===== config.mk =====
export PLATFORM = sky130hd
export DESIGN_NAME = wb_stage
export DESIGN_NICKNAME = d
export VERILOG_FILES = /design/src/rtl/wb_stage.sv
export SDC_FILE = /design/constraint.sdc
export NUM_CORES = 1
export LEC_CHECK = 0
export ABC_AREA = 1
export CORE_AREA = 2 2 128 193
export CTS_BUF_LIST = sky130_fd_sc_hd__clkbuf_8 sky130_fd_sc_hd__clkbuf_16
export DETAILED_ROUTE_END_ITERATION = 8
export DIE_AREA = 0 0 130 195
export MAX_ROUTING_LAYER = met4
export PLACE_DENSITY = 0.66
export SYNTH_ARGS = -nofsm -noshare
export SYNTH_HDL_FRONTEND = slang
export SYNTH_SLANG_ARGS = --single-unit

===== constraint.sdc =====
create_clock -name i_clk -period 9.68 [get_ports i_clk]
set_clock_uncertainty 0.05 [all_clocks]
set_input_delay 0.968 -clock i_clk [delete_from_list [all_inputs] [get_ports i_clk]]
set_output_delay 0.968 -clock i_clk [all_outputs]
set_load 0.02 [all_outputs]

===== src/rtl/wb_stage.sv =====
// ============================================================================
// wb_stage -- writeback stage of the pipelined RV32I core
//
// Holds the MEM/WB pipeline register and turns its contents into the register
// file write port, the retire strobe and the instret counter. Load data is
// aligned and sign/zero extended here, and load alignment / encoding faults are
// reported to the trap logic.
//
// Ports:
//   i_clk, i_rst           clock, asynchronous active-high reset
//   i_valid                MEM stage presents a valid instruction
//   i_stall                hold the WB register contents
//   i_flush                turn the WB register into a bubble (beats stall)
//   i_rd_wen, i_rd_waddr   destination write request / register index
//   i_sel                  source select: 00 ALU, 01 load, 10 PC+4, 11 reserved
//   i_funct3, i_addr_lo    load type and byte offset of the load address
//   i_alu_result           ALU result
//   i_load_word            raw 32-bit word from data memory
//   i_pc_plus4             link value
//   o_rd_wen/waddr/wdata   register file write port
//   o_retire               one-cycle pulse per retired instruction
//   o_misalign, o_illegal  load misalignment / reserved encoding fault
//   o_instret              retired-instruction count (wraps)
// ============================================================================
module wb_stage #(
    parameter int INSTRET_W = 64
) (
    input  logic                 i_clk,
    input  logic                 i_rst,
    input  logic                 i_valid,
    input  logic                 i_stall,
    input  logic                 i_flush,
    input  logic                 i_rd_wen,
    input  logic [4:0]           i_rd_waddr,
    input  logic [1:0]           i_sel,
    input  logic [2:0]           i_funct3,
    input  logic [1:0]           i_addr_lo,
    input  logic [31:0]          i_alu_result,
    input  logic [31:0]          i_load_word,
    input  logic [31:0]          i_pc_plus4,
    output logic                 o_rd_wen,
    output logic [4:0]           o_rd_waddr,
    output logic [31:0]          o_rd_wdata,
    output logic                 o_retire,
    output logic                 o_misalign,
    output logic                 o_illegal,
    output logic [INSTRET_W-1:0] o_instret
);

    localparam logic [1:0] SEL_ALU  = 2'b00;
    localparam logic [1:0] SEL_LOAD = 2'b01;
    localparam logic [1:0] SEL_LINK = 2'b10;

    localparam logic [2:0] F3_LB  = 3'b000;
    localparam logic [2:0] F3_LH  = 3'b001;
    localparam logic [2:0] F3_LW  = 3'b010;
    localparam logic [2:0] F3_LBU = 3'b100;
    localparam logic [2:0] F3_LHU = 3'b101;

    localparam logic [INSTRET_W-1:0] INSTRET_ONE = {{(INSTRET_W-1){1'b0}}, 1'b1};

    // ------------------------------------------------------------------
    // Load helpers
    // ------------------------------------------------------------------

    // Align the addressed byte/half of the memory word and extend it.
    function automatic logic [31:0] load_extract(
        input logic [2:0]  f3,
        input logic [1:0]  lo,
        input logic [31:0] word
    );
        logic [7:0]  b;
        logic [15:0] h;
        logic [31:0] r;
        b = 8'(word >> {lo, 3'b000});
        h = 16'(word >> {lo[1], 4'b0000});
        case (f3)
            F3_LB:   r = {{24{b[7]}}, b};
            F3_LH:   r = {{16{h[15]}}, h};
            F3_LW:   r = word;
            F3_LBU:  r = {24'h000000, b};
            F3_LHU:  r = {16'h0000, h};
            default: r = 32'h0000_0000;
        endcase
        return r;
    endfunction

    // Alignment fault for a legal load encoding.
    function automatic logic load_misaligned(
        input logic [2:0] f3,
        input logic [1:0] lo
    );
        logic m;
        case (f3)
            F3_LH, F3_LHU: m = lo[0];
            F3_LW:         m = (lo != 2'b00);
            default:       m = 1'b0;
        endcase
        return m;
    endfunction

    // funct3 values with no defined load.
    function automatic logic load_f3_reserved(input logic [2:0] f3);
        logic r;
        case (f3)
            F3_LB, F3_LH, F3_LW, F3_LBU, F3_LHU: r = 1'b0;
            default:                             r = 1'b1;
        endcase
        return r;
    endfunction

    // ------------------------------------------------------------------
    // MEM/WB register
    // ------------------------------------------------------------------
    logic        valid_r;
    logic        committed_r;   // entry already had its commit cycle while stalled
    logic        rd_wen_r;
    logic [4:0]  rd_waddr_r;
    logic [1:0]  sel_r;
    logic [2:0]  funct3_r;
    logic [1:0]  addr_lo_r;
    logic [31:0] alu_r;
    logic [31:0] load_word_r;
    logic [31:0] pc_plus4_r;
    logic [INSTRET_W-1:0] instret_r;

    // Pipeline register update: flush beats stall, stall holds the fields.
    always_ff @(posedge i_clk or posedge i_rst) begin
        if (i_rst) begin
            valid_r     <= 1'b0;
            committed_r <= 1'b0;
            rd_wen_r    <= 1'b0;
            rd_waddr_r  <= 5'd0;
            sel_r       <= 2'b00;
            funct3_r    <= 3'b000;
            addr_lo_r   <= 2'b00;
            alu_r       <= 32'h0000_0000;
            load_word_r <= 32'h0000_0000;
            pc_plus4_r  <= 32'h0000_0000;
        end else if (i_flush) begin
            valid_r     <= 1'b0;
            committed_r <= 1'b0;
        end else if (i_stall) begin
            // Once a valid entry has sat through a cycle it has committed;
            // the remaining stalled cycles must not write or count again.
            committed_r <= committed_r | valid_r;
        end else begin
            valid_r     <= i_valid;
            committed_r <= 1'b0;
            rd_wen_r    <= i_rd_wen;
            rd_waddr_r  <= i_rd_waddr;
            sel_r       <= i_sel;
            funct3_r    <= i_funct3;
            addr_lo_r   <= i_addr_lo;
            alu_r       <= i_alu_result;
            load_word_r <= i_load_word;
            pc_plus4_r  <= i_pc_plus4;
        end
    end

    // ------------------------------------------------------------------
    // Commit, fault and writeback decode
    // ------------------------------------------------------------------
    logic        commit_s;
    logic        misalign_s;
    logic        illegal_s;
    logic        fault_s;
    logic        retire_s;
    logic        wen_s;
    logic [31:0] wdata_s;

    // Writeback data mux and commit-qualified strobes.
    always_comb begin
        wdata_s    = 32'h0000_0000;
        misalign_s = 1'b0;
        illegal_s  = 1'b0;
        commit_s   = valid_r & ~committed_r;

        case (sel_r)
            SEL_ALU:  wdata_s = alu_r;
            SEL_LOAD: wdata_s = load_extract(funct3_r, addr_lo_r, load_word_r);
            SEL_LINK: wdata_s = pc_plus4_r;
            default:  wdata_s = 32'h0000_0000;
        endcase

        if (sel_r == SEL_LOAD) begin
            misalign_s = commit_s & load_misaligned(funct3_r, addr_lo_r);
            illegal_s  = commit_s & load_f3_reserved(funct3_r);
        end else if (sel_r == SEL_LINK || sel_r == SEL_ALU) begin
            misalign_s = 1'b0;
            illegal_s  = 1'b0;
        end else begin
            misalign_s = 1'b0;
            illegal_s  = commit_s;
        end

        fault_s  = misalign_s | illegal_s;
        retire_s = commit_s & ~fault_s;
        wen_s    = retire_s & rd_wen_r & (rd_waddr_r != 5'd0);
    end

    // Retired-instruction counter, wraps naturally.
    always_ff @(posedge i_clk or posedge i_rst) begin
        if (i_rst) begin
            instret_r <= {INSTRET_W{1'b0}};
        end else if (retire_s) begin
            instret_r <= instret_r + INSTRET_ONE;
        end
    end

    assign o_rd_wen   = wen_s;
    assign o_rd_waddr = rd_waddr_r;
    assign o_rd_wdata = wdata_s;
    assign o_retire   = retire_s;
    assign o_misalign = misalign_s;
    assign o_illegal  = illegal_s;
    assign o_instret  = instret_r;

endmodule

==> results of run 1 <==
[through the flow]
stage	instances	hold WS, ps	util, %
5_1_grt	1843	434.2	52.46
3_3_place_gp	1811	403.6	50.06
3_5_place_dp	1811	408.4	50.06
4_1_cts	1843	424.9	52.46
2_1_floorplan	1312	392.2	-
6_report	1843	421.8	52.46
[cells by family (layout without fill, tap and decap cells)]
group	Yosys count	count (layout)	synth area share [%]
compound gates	144	144	8.771
xor+xnor	36	36	3.374
fa+ha+maj	1	1	0.1339
buf+inv	148	360	6.240
flops	175	175	46.87
simple gates	808	808	34.61
[area by class of cell]
type | count | share of cell area, %
multi-input cells | 989 | 35.50
flip-flops and latches | 175 | 35.42
repair buffers | 226 | 18.13
clock buffers | 19 | 3.663
well taps | 319 | 3.228
inverters | 102 | 3.137
clock inverters | 13 | 0.9209
[power by group through the flow]
stage / Clock [mW] / Sequential [mW] / Combinational [mW]
2_1_floorplan: 0 / 0.859 / 0.234
3_3_place_gp: 0 / 0.862 / 0.443
3_5_place_dp: 0 / 0.863 / 0.446
4_1_cts: 0.682 / 0.850 / 0.449
5_1_grt: 0.709 / 0.859 / 0.487
6_report: 0.668 / 0.850 / 0.444
[layer usage]
layer,vias to the layer above,global-route usage [%]
li1,4524,-
met4,0,12.86
met5,-,-
met1,4227,26.37
met3,69,5.370
met2,340,44.60
[path summary, 6_finish.rpt]
path                                   to  slack (ps)  depth (start not counted)
min in group asynchronous    o_instret[4]         970                          2
max reg2reg                 o_instret[39]        7270                          9
max                        o_rd_wdata[29]        5430                          7
min reg2reg                 pc_plus4_r[1]         420                          2
min                         pc_plus4_r[1]         420                          2
max in group asynchronous  pc_plus4_r[21]        7400                          3
[worst reg2reg max path: stages (launching register included)]
cell     delay (ps)
dfrtp_1         480
inv_2           130
nand3_2         450
nand2_1         200
nand2_1          90
inv_2            50
nand2_1          70
nand2_4         380
nor2_1          220
xor2_1          170
[Yosys cell counts (all sizes together)]
master and number:
ha 1, inv 100, xor2 32, o22ai 12, xnor2 4, nor4 1, buf 10, a211oi 1
nand3b 13, dfrtp 175, clkinv 2, o21ai 92, nand4 11, nor2 142, nand3 58, nor3b 1
o211ai 27, nand2 577, a21oi 7, o221ai 1, o21bai 4, clkbuf 36, nor3 5
[state kept, by name, summed over array words and instances (netlist names)]
name,count
committed_r,1
o_instret,64
load_word_r,32
sel_r,2
alu_r,32
pc_plus4_r,32
rd_wen_r,1
funct3_r,3
valid_r,1
addr_lo_r,2
o_rd_waddr,5
==> metrics.txt, run 1 <==
run status complete, no violations; number of buffers and inverters on the critical path 1; number of buffers inserted by port buffering 218; delay of the slowest critical-path stage 780 ps; unique cell type count in the Yosys netlist 32; top routing layer used met4; total negative slack 0 ps; routed metal-1 wire length 10910 um; Seq/Total Area, Yosys 46.87%; via count of the first global-routing pass 9019; largest fanout on the critical path 25; Core Region 0.02357 mm^2; worst setup margin 5434 ps; Relative slew margins 42.04%; gpl congestion 0.9434; remaining number of nets flagged by the antenna check after routing 0; clock buffer count from CTS 17; synthesis warning total 0; Cell Area, Placed 0.01180 mm^2; cts-stage hold buffer count 0; Area growth syn-to-layout 32.33%; post-cts repair resize count 0; vias after detailed routing 9160; ant diodes 0; average cell area after synthesis 7.122 um^2; Post-CTS Setup Inserts 0; total area of multi-input combinational cells 0.004389 mm^2; via-per-instance ratio 4.970; FF-to-FF Start funct3_r[0]; Cell Area, Synth 0.009344 mm^2; buffer cell driving the clock tree root clkbuf_16; TritonCTS clock tree built; cells taking the most area after synthesis dfrtp_1 (47%), nand2_1 (23%), nor2_1 (5.5%); Max IR drop VDD 0.1377 mV; CTS sink cnt 175; Fill cells 2361; worst endpoint data arrival time 3230 ps; detailed-route DRC error count 0; grt total ovfl 0; wire length of the first global-routing pass 47440 um; number of nets at the end of the flow 1626; Max stage delay cell, worst path dfrtp_1; maximum number of pins on one net before global-route repair 86; HPWL reported at the end of detailed placement 23350 um; Worst setup EP type primary output; critical setup path kind reg2out; layout cells sized above 1 3.609%; Final setup viols 0; unrepaired setup endpoints after global routing no; number of DRC markers in iteration 0 510; area of the die 0.02535 mm^2; num rows 69; die width 130 um; register cell area after layout 0.004379 mm^2; crit-path leading delay family simple AND/OR/NAND/NOR gates; type of the most critical hold path reg2reg; switch share 31.21%; startpoint type of the worst setup path flip-flop; average detailed-routed wire length per instance 16.56 um; Total Power Consumption 1.963 mW; final cell area excluding filler cells 0.01236 mm^2; standby leakage power 5.493 nW; total met2 wirelength after detailed routing 16220 um; Max clock buf depth 2; cell internal power dissipation 1.350 mW; number of slew-limit violations in the final report 0; part of the power in the clock network 34.1%; required time at the worst-slack endpoint 8660 ps; library cell occupying the most area in the post-synthesis netlist dfrtp_1; sequential share of power 43.3%; drt pass-1 iters 5; Final Routed Wirelength 30530 um; cell repeated most along the worst path nand2_1; Power Dens Cells 158.7 mW/mm^2; cell-by-cell trace of the critical path nand2_1 -> o21ai_0 -> nand4_1 -> nand3_1 -> nand2_1 -> o211ai_1 -> clkdlybuf4s50_1; most frequent cells in the layout nand2_1 (575), clkdlybuf4s50_1 (218), dfrtp_1 (175); Critical Path Start addr_lo_r[1]; ports placed on the boundary 219; area share of the largest cell type after synthesis 46.87%; pin slew with the least headroom to its limit 864.1 ps; die height 195 um; max-cap viol count 0; CTS H-tree depth 4; met3 wire length 1864 um; Worst-path clk slew 70 ps; net switching component of the power 0.6124 mW; count of final hold-check violations 0; critical hold path startpoint pc_plus4_r[1]; net count after synthesis 1427; Max Clk Rate 235.5 MHz; part of the power in combinational logic 22.6%; number of register bits inferred by synthesis 175; total global-route track usage 25.39%; post-synthesis cell count 1312; insertion delay to the later sink of the worst-skew pair 440 ps; placement-stage worst setup slack 5911 ps; minimum period implied by the final worst setup slack 4246 ps; antenna violations before repair 0; period utilization 43.86%; commonest non-fill, non-tap cell in the layout nand2_1; Starting Density 39.65%
Note: power is estimated with default switching activity, not from simulation.
==> run 2: changes to the inputs <==
==> constraint.sdc (replaced) <==
create_clock -name i_clk -period 4.42 [get_ports i_clk]
set_clock_uncertainty 0.05 [all_clocks]
set_input_delay 0.442 -clock i_clk [delete_from_list [all_inputs] [get_ports i_clk]]
set_output_delay 0.442 -clock i_clk [all_outputs]
set_load 0.02 [all_outputs]
==> run 2 against run 1 <==
Effect of this change:
- die area is the same
- count of clock-buffer cells in the layout unchanged
- routed wire length grew 1.6%
- register-to-register slack lost 5300 ps
- power increased by 120%
- via count is 0.31% lower
- largest power group unchanged
- combinational power increased by 120%
- largest cell class unchanged
==> metrics.txt, run 2 (synthesized netlist as in run 1, its figures left out) <==
worst slack on hold paths 421.6 ps (-0.1390 ps); CTS sink cnt 175 (unchanged); Max Clk Rate 270.0 MHz; Post-CTS Setup Inserts 0 (unchanged); Max clock buf depth 2 (unchanged); die height 195 um (unchanged); via-per-instance ratio 4.947 (-0.47%); Starting Density 39.65% (unchanged); period utilization 83.79%; Core Region 0.02357 mm^2 (unchanged); largest fanout on the critical path 25 (unchanged); ports placed on the boundary 219 (unchanged); remaining number of nets flagged by the antenna check after routing 0 (unchanged); detailed-route DRC error count 0 (unchanged); total global-route track usage 25.65% (+0.25 points); post-cts repair resize count 0 (unchanged); count of final hold-check violations 0 (unchanged); insertion delay to the later sink of the worst-skew pair 430 ps (about the same); die width 130 um (unchanged); average detailed-routed wire length per instance 16.80 um (+1.4%); hold path cells 2 (unchanged); most utilized layer in the global route result met2; HPWL reported at the end of detailed placement 23580 um (+0.99%); clock buffer count from CTS 17 (unchanged); layout cells sized above 1 3.672% (+0.063 points); Relative slew margins 42.10% (+0.059 points); number of nets at the end of the flow 1627 (+0.062%); placement-stage worst setup slack 1195 ps (-4716 ps); number of slew-limit violations in the final report 0 (unchanged); Power Dens Cells 348.3 mW/mm^2 (+120%); max-cap viol count 0 (unchanged); met2 usage 44.21% (-0.39 points); gpl congestion 0.9519 (+0.90%); area of the die 0.02535 mm^2 (unchanged); maximum number of pins on one net before global-route repair 107 (+24%); R2R cell count 7 (-2); Final Routed Wirelength 31020 um (+1.6%); worst setup margin 716.6 ps (-4718 ps); most frequent cells in the layout nand2_1 (575), clkdlybuf4s50_1 (218), dfrtp_1 (175); Area growth syn-to-layout 32.70%; standby leakage power 5.510 nW (+0.31%); critical setup path kind reg2out; Max IR drop VDD 0.2725 mV (+98%); run status complete, no violations; startpoint type of the worst setup path flip-flop; pin slew with the least headroom to its limit 866.5 ps (+2.398 ps); antenna violations before repair 2 (+2); required time at the worst-slack endpoint 3930 ps (-4730 ps); cts-stage hold buffer count 0 (unchanged); grt total ovfl 0 (unchanged); via count of the first global-routing pass 9136 (+1.3%); number of DRC markers in iteration 0 589 (+15%); commonest non-fill, non-tap cell in the layout nand2_1; buffer cell driving the clock tree root clkbuf_16; unrepaired setup endpoints after global routing no; vias after detailed routing 9132 (-0.31%); number of buffers inserted by port buffering 218 (unchanged); total negative slack 0 ps (unchanged); drt pass-1 iters 7 (+2); worst endpoint data arrival time 3210 ps (-20 ps); M3 GR Usage 5.699% (+0.33 points); max reg flops 64 (unchanged); CTS H-tree depth 4 (unchanged); num rows 69 (unchanged); routing usage on met1 26.82% (+0.45 points); Final setup viols 0 (unchanged); wire length of the first global-routing pass 48050 um (+1.3%); Worst-path clk slew 70 ps (about the same); final design utilization 52.61% (+0.15 points); type of the most critical hold path reg2reg; TritonCTS clock tree built; minimum period implied by the final worst setup slack 3703 ps; Worst setup EP type primary output
run 2: changes by cell type in the layout (fill, tap and decap cells not counted):
cell,before,now
clkinv_2,2,3
buf_12,0,2
clkinvlp_4,3,2
diode_2,0,2
buf_4,8,7
run 2: power breakdown:
part / switching [mW] / leakage [nW] / internal [mW] / total, mW
Combinational: 0.574 / 2.96 / 0.405 / 0.979
Clock: 0.668 / 0.287 / 0.808 / 1.48
Sequential: 0.114 / 2.26 / 1.75 / 1.86
run 2: area by class of cell:
cell class                      instances  area, um^2
Fill cell                            2381       11170
Timing Repair Buffer                  227        2275
Multi-Input combinational cell        989        4389
Clock buffer                           19       452.9
Antenna cell                            2       5.005
Clock inverter                         13       112.6
Sequential cell                       175        4379
Inverter                              102       386.6
Tap cell                              319       399.1
run 2: worst paths after layout:
path | from | end | slack, ps
min in group asynchronous | i_rst | load_word_r[6] | 470
max reg2reg | funct3_r[0] | o_instret[39] | 2010
min reg2reg | load_word_r[2] | load_word_r[2] | 420
max | addr_lo_r[1] | o_rd_wdata[22] | 720
min | load_word_r[2] | load_word_r[2] | 420
max in group asynchronous | i_rst | o_instret[37] | 2740
run 2: through the flow:
stage / power (mW) / std cells / area (um^2)
after CTS: 4.357 / 1844 / 12390
final: 4.318 / 1846 / 12400
after global placement: 2.865 / 1812 / 11830
after global routing: 4.519 / 1846 / 12400
after detailed placement: 2.872 / 1812 / 11830
after floorplan: 2.393 / 1312 / 9348
run 2: layer usage:
metal  wire (um)  up-vias  part of all wire (%)
li1            -     4528                     -
met1       11430     4219                    37
met2       16140      307                    52
met3        1723       78                   5.6
met4        1725        0                   5.6
met5           0        -                     0
run 2: critical path, cell delays in order (launching register included):
cell             delay [ps]
dfrtp_1                 790
nand2_1                 100
o21ai_0                 120
nand4_1                 600
nand3_1                 290
nand2_1                  80
o211ai_1                150
clkdlybuf4s50_1         660
